==> config.mk <==
export PLATFORM = sky130hd
export DESIGN_NAME = dmem_arbiter
export DESIGN_NICKNAME = d
export VERILOG_FILES = /design/src/rtl/dmem_arbiter.sv
export SDC_FILE = /design/constraint.sdc
export NUM_CORES = 1
export LEC_CHECK = 0
export CAP_MARGIN = 15
export CORE_ASPECT_RATIO = 1.4
export CORE_MARGIN = 1.5
export CORE_UTILIZATION = 30
export DETAILED_ROUTE_END_ITERATION = 7
export GPL_ROUTABILITY_DRIVEN = 0
export PLACE_DENSITY_LB_ADDON = 0.15
export SETUP_SLACK_MARGIN = 0.2
export SYNTH_ARGS = -nofsm -noshare
export SYNTH_HDL_FRONTEND = slang
export SYNTH_SLANG_ARGS = --single-unit
==> constraint.sdc <==
create_clock -name clk -period 3.4 [get_ports clk]
set_clock_uncertainty 0.1 [all_clocks]
set_input_delay 0.68 -clock clk [delete_from_list [all_inputs] [get_ports clk]]
set_output_delay 0.68 -clock clk [all_outputs]
set_load 0.02 [all_outputs]
==> src/rtl/dmem_arbiter.sv <==
// Round-robin arbiter sharing a single-port byte-addressed data memory between two requesters.
// One transaction in flight; sub-word stores are done as read-modify-write, loads are RV32I-extended.
module dmem_arbiter #(
  parameter int AW = 32,
  parameter int DW = 32
) (
  input  logic          clk,
  input  logic          rst,
  input  logic          m0_req,
  input  logic          m0_we,
  input  logic [2:0]    m0_funct3,
  input  logic [AW-1:0] m0_addr,
  input  logic [DW-1:0] m0_wdata,
  output logic          m0_gnt,
  output logic          m0_rvalid,
  output logic [DW-1:0] m0_rdata,
  input  logic          m1_req,
  input  logic          m1_we,
  input  logic [2:0]    m1_funct3,
  input  logic [AW-1:0] m1_addr,
  input  logic [DW-1:0] m1_wdata,
  output logic          m1_gnt,
  output logic          m1_rvalid,
  output logic [DW-1:0] m1_rdata,
  output logic          mem_ce,
  output logic          mem_we,
  output logic [AW-1:0] mem_addr,
  output logic [DW-1:0] mem_wdata,
  input  logic [DW-1:0] mem_rdata,
  output logic          busy
);

  localparam logic [1:0] S_IDLE   = 2'd0;
  localparam logic [1:0] S_ACCESS = 2'd1;
  localparam logic [1:0] S_RMW_RD = 2'd2;
  localparam logic [1:0] S_RMW_WR = 2'd3;

  logic [1:0]    state_q, state_d;
  logic          rr_q, rr_d;
  logic          port_q, port_d;
  logic          we_q, we_d;
  logic [2:0]    f3_q, f3_d;
  logic [AW-1:0] addr_q, addr_d;
  logic [DW-1:0] wdata_q, wdata_d;
  logic [DW-1:0] old_q, old_d;
  logic [DW-1:0] rdata_q, rdata_d;
  logic          rv0_q, rv0_d;
  logic          rv1_q, rv1_d;

  logic          idle;
  logic          gnt_we;
  logic [2:0]    gnt_f3;
  logic [DW-1:0] load_ext;
  logic [DW-1:0] merged;

  assign idle = (state_q == S_IDLE);

  // rr_q=0 favours port 0 when both request
  assign m0_gnt = idle & ~rst & m0_req & (~m1_req | ~rr_q);
  assign m1_gnt = idle & ~rst & m1_req & (~m0_req |  rr_q);

  assign gnt_we = m1_gnt ? m1_we     : m0_we;
  assign gnt_f3 = m1_gnt ? m1_funct3 : m0_funct3;

  always_comb begin
    load_ext = mem_rdata;
    case (f3_q[1:0])
      2'b00:   load_ext = {{24{~f3_q[2] & mem_rdata[7]}},  mem_rdata[7:0]};
      2'b01:   load_ext = {{16{~f3_q[2] & mem_rdata[15]}}, mem_rdata[15:0]};
      default: load_ext = mem_rdata;
    endcase
  end

  assign merged = f3_q[0] ? {old_q[31:16], wdata_q[15:0]} : {old_q[31:8], wdata_q[7:0]};

  always_comb begin
    state_d = state_q;
    rr_d    = rr_q;
    port_d  = port_q;
    we_d    = we_q;
    f3_d    = f3_q;
    addr_d  = addr_q;
    wdata_d = wdata_q;
    old_d   = old_q;
    rdata_d = rdata_q;
    rv0_d   = 1'b0;
    rv1_d   = 1'b0;
    case (state_q)
      S_IDLE: begin
        if (m0_gnt | m1_gnt) begin
          port_d  = m1_gnt;
          rr_d    = m0_gnt;
          we_d    = gnt_we;
          f3_d    = gnt_f3;
          addr_d  = m1_gnt ? m1_addr  : m0_addr;
          wdata_d = m1_gnt ? m1_wdata : m0_wdata;
          // funct3[1]=0 means byte/half; stores of those need the old word first
          state_d = (gnt_we & ~gnt_f3[1]) ? S_RMW_RD : S_ACCESS;
        end
      end
      S_ACCESS: begin
        rdata_d = we_q ? '0 : load_ext;
        rv0_d   = ~port_q;
        rv1_d   = port_q;
        state_d = S_IDLE;
      end
      S_RMW_RD: begin
        old_d   = mem_rdata;
        state_d = S_RMW_WR;
      end
      default: begin
        rdata_d = '0;
        rv0_d   = ~port_q;
        rv1_d   = port_q;
        state_d = S_IDLE;
      end
    endcase
  end

  always_ff @(posedge clk) begin
    if (rst) begin
      state_q <= S_IDLE;
      rr_q    <= 1'b0;
      port_q  <= 1'b0;
      we_q    <= 1'b0;
      f3_q    <= 3'd0;
      addr_q  <= '0;
      wdata_q <= '0;
      old_q   <= '0;
      rdata_q <= '0;
      rv0_q   <= 1'b0;
      rv1_q   <= 1'b0;
    end else begin
      state_q <= state_d;
      rr_q    <= rr_d;
      port_q  <= port_d;
      we_q    <= we_d;
      f3_q    <= f3_d;
      addr_q  <= addr_d;
      wdata_q <= wdata_d;
      old_q   <= old_d;
      rdata_q <= rdata_d;
      rv0_q   <= rv0_d;
      rv1_q   <= rv1_d;
    end
  end

  assign m0_rvalid = rv0_q;
  assign m1_rvalid = rv1_q;
  assign m0_rdata  = rv0_q ? rdata_q : '0;
  assign m1_rdata  = rv1_q ? rdata_q : '0;

  assign mem_ce   = ~rst & ~idle;
  assign mem_we   = ~rst & (((state_q == S_ACCESS) & we_q) | (state_q == S_RMW_WR));
  assign mem_addr = idle ? '0 : addr_q;
  assign busy     = ~idle;

  always_comb begin
    mem_wdata = '0;
    if (state_q == S_ACCESS && we_q) mem_wdata = wdata_q;
    else if (state_q == S_RMW_WR)    mem_wdata = merged;
  end

endmodule
==> results of run 1 <==
==> cells by family after synthesis <==
family	Yosys count
simple gates	274
flops	130
buf+inv	118
compound gates	301
mux	2
==> metrics by stage <==
step                TNS (ps)  utilization (%)  area [um^2]  total power [mW]  setup WS, ps
global placement      -184.2            44.54         9961             2.675        -184.2
finish                     0            47.37        10590             4.594         284.6
detailed placement    -152.1            44.54         9961             2.680        -152.1
floorplan                  0                -         6805             2.251         722.2
CTS                        0            47.32        10580             4.650         101.9
global route               0            47.36        10590             4.798         198.6
==> worst register-to-register path, delay by kind of cell, from the launching register on <==
kind / cells / cell delay [ps]
buf+inv: 1 / 390
simple gates: 2 / 990
compound gates: 1 / 360
flops: 1 / 310
==> state kept, by name, indices dropped and copies added, names as in the netlist <==
name / cells
f3_q: 3
old_q: 24
port_q: 1
wdata_q: 32
m0_rvalid: 1
rdata_q: 32
m1_rvalid: 1
we_q: 1
state_q: 2
addr_q: 32
rr_q: 1
==> metal layers <==
metal	global-route usage, %	part of all wire, %
met5	0	0.066
met4	8.089	2.2
met3	5.656	7.0
met2	35.18	50
met1	26.38	41
==> how the worst min path moves through the flow <==
stage,slack (ps),cells past startpoint,from,end
2_1_floorplan,310,1,port_q$_SDFFE_PP0P_,m0_rvalid$_SDFF_PP0_
3_3_place_gp,330,1,port_q$_SDFFE_PP0P_,m0_rvalid$_SDFF_PP0_
3_5_place_dp,340,1,port_q$_SDFFE_PP0P_,m0_rvalid$_SDFF_PP0_
4_1_cts,350,1,port_q$_SDFFE_PP0P_,m0_rvalid$_SDFF_PP0_
5_1_grt,380,1,port_q$_SDFFE_PP0P_,m0_rvalid$_SDFF_PP0_
6_report,350,1,port_q$_SDFFE_PP0P_,m0_rvalid$_SDFF_PP0_
==> synth_stat cells (all sizes together) (12+ instances only) <==
cell type / n
dfxtp: 130
and2: 106
clkbuf: 101
o21ai: 76
a31oi: 68
o41ai: 68
nand4: 67
nand2: 57
a22o: 32
a21oi: 25
nand2b: 17
a32o: 16
buf: 12
nor2b: 12
==> power by group through the flow <==
| stage | Sequential (mW) | Clock [mW] | Combinational, mW |
|---|---|---|---|
| floorplan | 1.73 | 0 | 0.526 |
| global placement | 1.76 | 0 | 0.920 |
| detailed placement | 1.76 | 0 | 0.922 |
| CTS | 1.73 | 2.00 | 0.923 |
| global route | 1.74 | 2.06 | 0.999 |
| finish | 1.73 | 1.94 | 0.923 |
==> layout make-up <==
class / count / area share (%)
Multi-Input combinational cell: 577 / 35.29
Clock buffer: 19 / 4.181
Inverter: 5 / 0.2126
Sequential cell: 130 / 24.58
Tap cell: 301 / 3.555
Clock inverter: 13 / 1.653
Antenna cell: 3 / 0.07086
Timing Repair Buffer: 327 / 30.46
==> timing repair <==
item | in CTS | in global routing
endpoints found under the setup margin | 12 | 3
gates resized for setup | 6 | 2
hold buffers | 0 | 0
endpoints found under the hold margin | 0 | 0
setup buffers | 0 | 0
==> results.md, run 1 <==
- Slowest cell on crit path: sky130_fd_sc_hd__or3_2
- detailed-route wire length: 25810 um
- commonest register cell after synthesis: sky130_fd_sc_hd__dfxtp_1
- VDD IR-drop max: 369.8 uV
- number of cells in the finished layout apart from fillers: 1375
- largest net degree at the start of global routing: 139
- final-layout worst hold slack: 346.0 ps
- core area: 0.02237 mm^2
- via count: 7494
- mean number of vias per cell: 5.450
- Synth Cell Area: 0.006805 mm^2
- transition time at the pin with the least slew margin: 981.7 ps
- Tmin final: 3115 ps
- number of distinct library cell variants in the gate-level netlist after synthesis: 35
- I/O Buffers: 306
- Fmax achieved: 0.3210 GHz
- fraction of the mapped netlist area in compound gates: 30.76%
- Leakage Power: 3.581 nW
- commonest non-fill, non-tap cell in the layout: sky130_fd_sc_hd__clkdlybuf4s50_1
- number of buffer and inverter stages on the critical path: 3
- Crit. End Element: primary output
- number of fill cells in the layout: 2270
- worst hold path type: flip-flop to flip-flop
- Switch Pwr: 1.350 mW
- post-synthesis adder-cell area fraction: 0%
- end point of the critical path: m1_gnt
- number of maximum-capacitance constraint violations: 0
- mux cell area share after synthesis: 0.3126%
- required time reported for the critical path endpoint: 2620 ps
- most used cells in the layout excluding fill and tap cells: sky130_fd_sc_hd__clkdlybuf4s50_1, sky130_fd_sc_hd__dfxtp_1, sky130_fd_sc_hd__and2_1
- register-to-register setup slack: 1150 ps
- Worst setup SP type: input port
- instance count after placement with tap cells included: 1339
- maximum count of clock buffers along a single path: 2
- half-perimeter wire length of the detailed placement result: 16680 um
- die area: 0.02361 mm^2
- Worst setup startpoint: rst
- largest family of logic cells by synthesized area: compound AO/OA/AOI/OAI gates
- Post-Syn Nets: 997
- Worst Setup Path Type: input port to primary output
- first drt pass iteration count: 6
- cell row count: 65
- final-report setup violation count: 0
- clock transition at the register clock pins on the worst setup and hold paths after CTS: 60 ps
- CTS Root Buffer Type: sky130_fd_sc_hd__clkbuf_16
- worst slew margin relative to its limit: 34.46%
- power share of the sequential group: 37.6%
- detail-routed net length per standard cell: 18.77 um
- CTS tree: yes
- antenna violations before repair: 4
- total number of clock tree sinks: 130
- die extent in y: 181.2 um
- pwr dens: 433.7 mW/mm^2
- Crit path max-delay family: simple AND/OR/NAND/NOR gates
- async set-or-reset flop fraction in the synthesized netlist: 0%
- Top-Level Pins: 307
- post-synthesis simple-gate area fraction: 23.13%
- depth of the critical timing path with buffers and inverters included: 5
- switching power as a share of total power: 29.38%
- die extent in x: 130.3 um
- setup repair after global routing missed its margin: yes
- average instance area after synthesis: 8.249 um^2
- Remaining DRCs: 0
- Seq cells post-synth: 130
- xor-xnor portion of the synthesized cell area: 0%
- top-area cell type share of the netlist area: 38.24%
- H-tree levels: 4
- path depth of the worst reg2reg path: 4
- Yosys Warn Count: 0
- cells taking the most area after synthesis: sky130_fd_sc_hd__dfxtp_1, sky130_fd_sc_hd__and2_1, sky130_fd_sc_hd__o41ai_1
- Hold Vio Cnt, Final: 0
- vias in the first global route: 7055
- library cell with the largest summed area after synthesis: sky130_fd_sc_hd__dfxtp_1
- ordered cell list for the critical path: clkdlybuf4s50_1 -> or3_2 -> or3_2 -> inv_1 -> clkbuf_2
- Final Max Slew Viols: 0
- sequential cell area: 0.002604 mm^2
- internal power: 3.244 mW
- overflow left after global routing: 0
- layout cell share with drive strength beyond 1: 6.629%
- area growth from synthesis to layout: 55.67%
- worst r2r src: state_q[1]$_SDFFE_PP0P_
- GRT Total Usage: 21.38%
- gate count after technology mapping: 825
- initial cell density of the core: 30.43%
- number of synthesized flops with an enable pin: 0
- largest driver fanout on the critical path: 2
- most frequent cell on the critical path: sky130_fd_sc_hd__or3_2
- terminus of the critical flop-to-flop path: rr_q$_SDFFE_PP0P_
- post-route clock period utilization: 91.63%
- Comb power frac: 20.1%
- sequential element share of the synthesized area: 38.24%
- clock insertion delay at the later pin of the skew report: 420 ps
- post-route antenna net violation count: 0
- result of the run: finished clean
- number of nets in the final layout: 1230
- Worst path max stage delay: 480 ps
- combined area of the multi-input logic cells: 0.003739 mm^2
- first-pass GRT wire length: 39660 um
- clock power share: 42.3%
- Data arrival, critical path: 2340 ps
- number of design-rule violations left by the first detailed-router iteration: 420
- cts bufs inserted: 17
(Power assumes the default switching activity.)
==> run 2, diff against run 1 <==
- SLEW_MARGIN: not set -> 5
- clock period: 3.4 -> 3.7 ns (I/O delays scaled with it)
==> results.md, run 2 (synthesized netlist as in run 1, its figures left out) <==
- result of the run: finished clean
- core area: 0.02237 mm^2
- Met1 Routed Length: 10520 um
- clock power share: 42.4%
- CTS tree: yes
- H-tree levels: 4
- combined area of the multi-input logic cells: 0.003734 mm^2
- Leakage Power: 3.590 nW
- Crit. End Element: primary output
- detail-routed net length per standard cell: 18.81 um
- cell row count: 65
- CTS Root Buffer Type: sky130_fd_sc_hd__clkbuf_16
- number of fill cells in the layout: 2263
- first-pass GRT wire length: 39770 um
- most used cells in the layout excluding fill and tap cells: sky130_fd_sc_hd__clkdlybuf4s50_1, sky130_fd_sc_hd__dfxtp_1, sky130_fd_sc_hd__and2_1
- clock insertion delay at the later pin of the skew report: 410 ps
- setup repair after global routing missed its margin: no
- final design area excluding fillers: 0.01060 mm^2
- vias in the first global route: 7106
- number of nets in the final layout: 1228
- Remaining DRCs: 0
- ordered cell list for the critical path: clkdlybuf4s50_1 -> or3_2 -> or3_2 -> inv_1 -> dlygate4sd2_1
- worst hold path type: flip-flop to flip-flop
- end point of the critical path: m1_gnt
- routed length on met2: 12920 um
- Tmin final: 3417 ps
- sequential cell area: 0.002603 mm^2
- worst slew margin relative to its limit: 34.81%
- number of buffer and inverter stages on the critical path: 3
- most frequent cell on the critical path: sky130_fd_sc_hd__or3_2
- die extent in x: 130.3 um
- maximum count of clock buffers along a single path: 2
- post-route antenna net violation count: 0
- switching power as a share of total power: 29.17%
- die area: 0.02361 mm^2
- Top-Level Pins: 307
- path depth of the worst reg2reg path: 4
- transition time at the pin with the least slew margin: 973.4 ps
- internal power: 3.005 mW
- Worst setup SP type: input port
- top metal layer carrying routed signals: met5
- total power: 4.243 mW
- total number of clock tree sinks: 130
- depth of the critical timing path with buffers and inverters included: 5
- GRT Total Usage: 21.45%
- via count: 7434
- layout cell share with drive strength beyond 1: 5.993%
- power share of the sequential group: 37.5%
- area growth from synthesis to layout: 55.76%
- post-place instance area: 0.009958 mm^2
- I/O Buffers: 306
- antenna violations before repair: 5
- Slowest cell on crit path: sky130_fd_sc_hd__or3_2
- Hold Vio Cnt, Final: 0
- terminus of the critical flop-to-flop path: rr_q$_SDFFE_PP0P_
- detailed-route wire length: 25820 um
- final core utilization: 47.40%
- number of maximum-capacitance constraint violations: 0
- Worst setup startpoint: rst
- largest net degree at the start of global routing: 78
- commonest non-fill, non-tap cell in the layout: sky130_fd_sc_hd__clkdlybuf4s50_1
- Fmax achieved: 0.2926 GHz
- overflow left after global routing: 0
- total length of routed met3 wires: 1825 um
- required time reported for the critical path endpoint: 2860 ps
- largest driver fanout on the critical path: 2
- half-perimeter wire length of the detailed placement result: 16790 um
- Comb power frac: 20.1%
- Worst path max stage delay: 480 ps
- die extent in y: 181.2 um
- final-report setup violation count: 0
- clock transition at the register clock pins on the worst setup and hold paths after CTS: 60 ps
- Crit path max-delay family: simple AND/OR/NAND/NOR gates
- VDD IR-drop max: 293.9 uV
- Total Negative Setup Slacks: 0 ps
- worst r2r src: state_q[1]$_SDFFE_PP0P_
- Worst Setup Path Type: input port to primary output
- first drt pass iteration count: 5
- Switch Pwr: 1.238 mW
- registers with the most flip-flops: addr_q x32, rdata_q x32, wdata_q x32
- pwr dens: 400.2 mW/mm^2
- mean number of vias per cell: 5.414
- number of design-rule violations left by the first detailed-router iteration: 483
- Data arrival, critical path: 2580 ps
- Final Max Slew Viols: 0
- post-CTS setup buffer count: 0
- initial cell density of the core: 30.43%
- post-route clock period utilization: 92.36%
- cts bufs inserted: 17
- register-to-register setup slack: 1440 ps
[run 2: changes by cell type in the layout (fill, tap and decap cells not counted), sizes merged]
cell and delta:
buf -2, inv +2, dlymetal6s2s +1, diode +1, clkinv -3, clkbuf -1
[run 2: routing by layer]
layer | vias up | global-route usage (%)
li1 | 3601 | -
met1 | 3494 | 25.95
met2 | 303 | 36.21
met3 | 34 | 5.537
met4 | 2 | 7.600
met5 | - | 0
[run 2: power groups by stage]
stage	Clock, mW	Combinational (mW)	Sequential [mW]
2_1_floorplan	0	0.484	1.59
3_3_place_gp	0	0.847	1.62
3_5_place_dp	0	0.850	1.62
4_1_cts	1.85	0.852	1.59
5_1_grt	1.90	0.922	1.61
6_report	1.80	0.851	1.59
[run 2: repair_timing]
action | CTS | global route
hold buffers | 0 | 0
gates resized for setup | 1 | 1
setup endpoints to repair | 1 | 1
[run 2: worst min-delay path by stage]
stage / from / to / slack [ps] / cells past startpoint
6_report: port_q$_SDFFE_PP0P_ / m0_rvalid$_SDFF_PP0_ / 340 / 1
5_1_grt: port_q$_SDFFE_PP0P_ / m0_rvalid$_SDFF_PP0_ / 350 / 1
4_1_cts: port_q$_SDFFE_PP0P_ / m0_rvalid$_SDFF_PP0_ / 340 / 1
3_5_place_dp: port_q$_SDFFE_PP0P_ / m0_rvalid$_SDFF_PP0_ / 330 / 1
3_3_place_gp: port_q$_SDFFE_PP0P_ / m0_rvalid$_SDFF_PP0_ / 330 / 1
2_1_floorplan: port_q$_SDFFE_PP0P_ / m0_rvalid$_SDFF_PP0_ / 310 / 1
[run 2: layout make-up]
class	count	area share, %
well taps	301	3.553
clock buffers	19	4.273
repair buffers	325	30.49
flip-flops and latches	130	24.55
clock inverters	12	1.605
diodes	4	0.09443
inverters	5	0.2125
multi-input cells	577	35.22
[run 2: per-stage QoR]
step,hold slack (ps),setup slack (ps),cells
after floorplan,312.8,902.2,825
after global placement,331.9,-3.151,1337
after detailed placement,330.6,22.83,1337
after CTS,340.5,212.2,1368
after global routing,351.9,231.7,1372
final,339.1,282.6,1373
[run 2: worst register-to-register path: stages, from the launching register on]
cell and delay, ps:
sky130_fd_sc_hd__dfxtp_1 300, sky130_fd_sc_hd__or3_2 510, sky130_fd_sc_hd__or3_2 480, sky130_fd_sc_hd__buf_4 390
sky130_fd_sc_hd__a31o_2 360
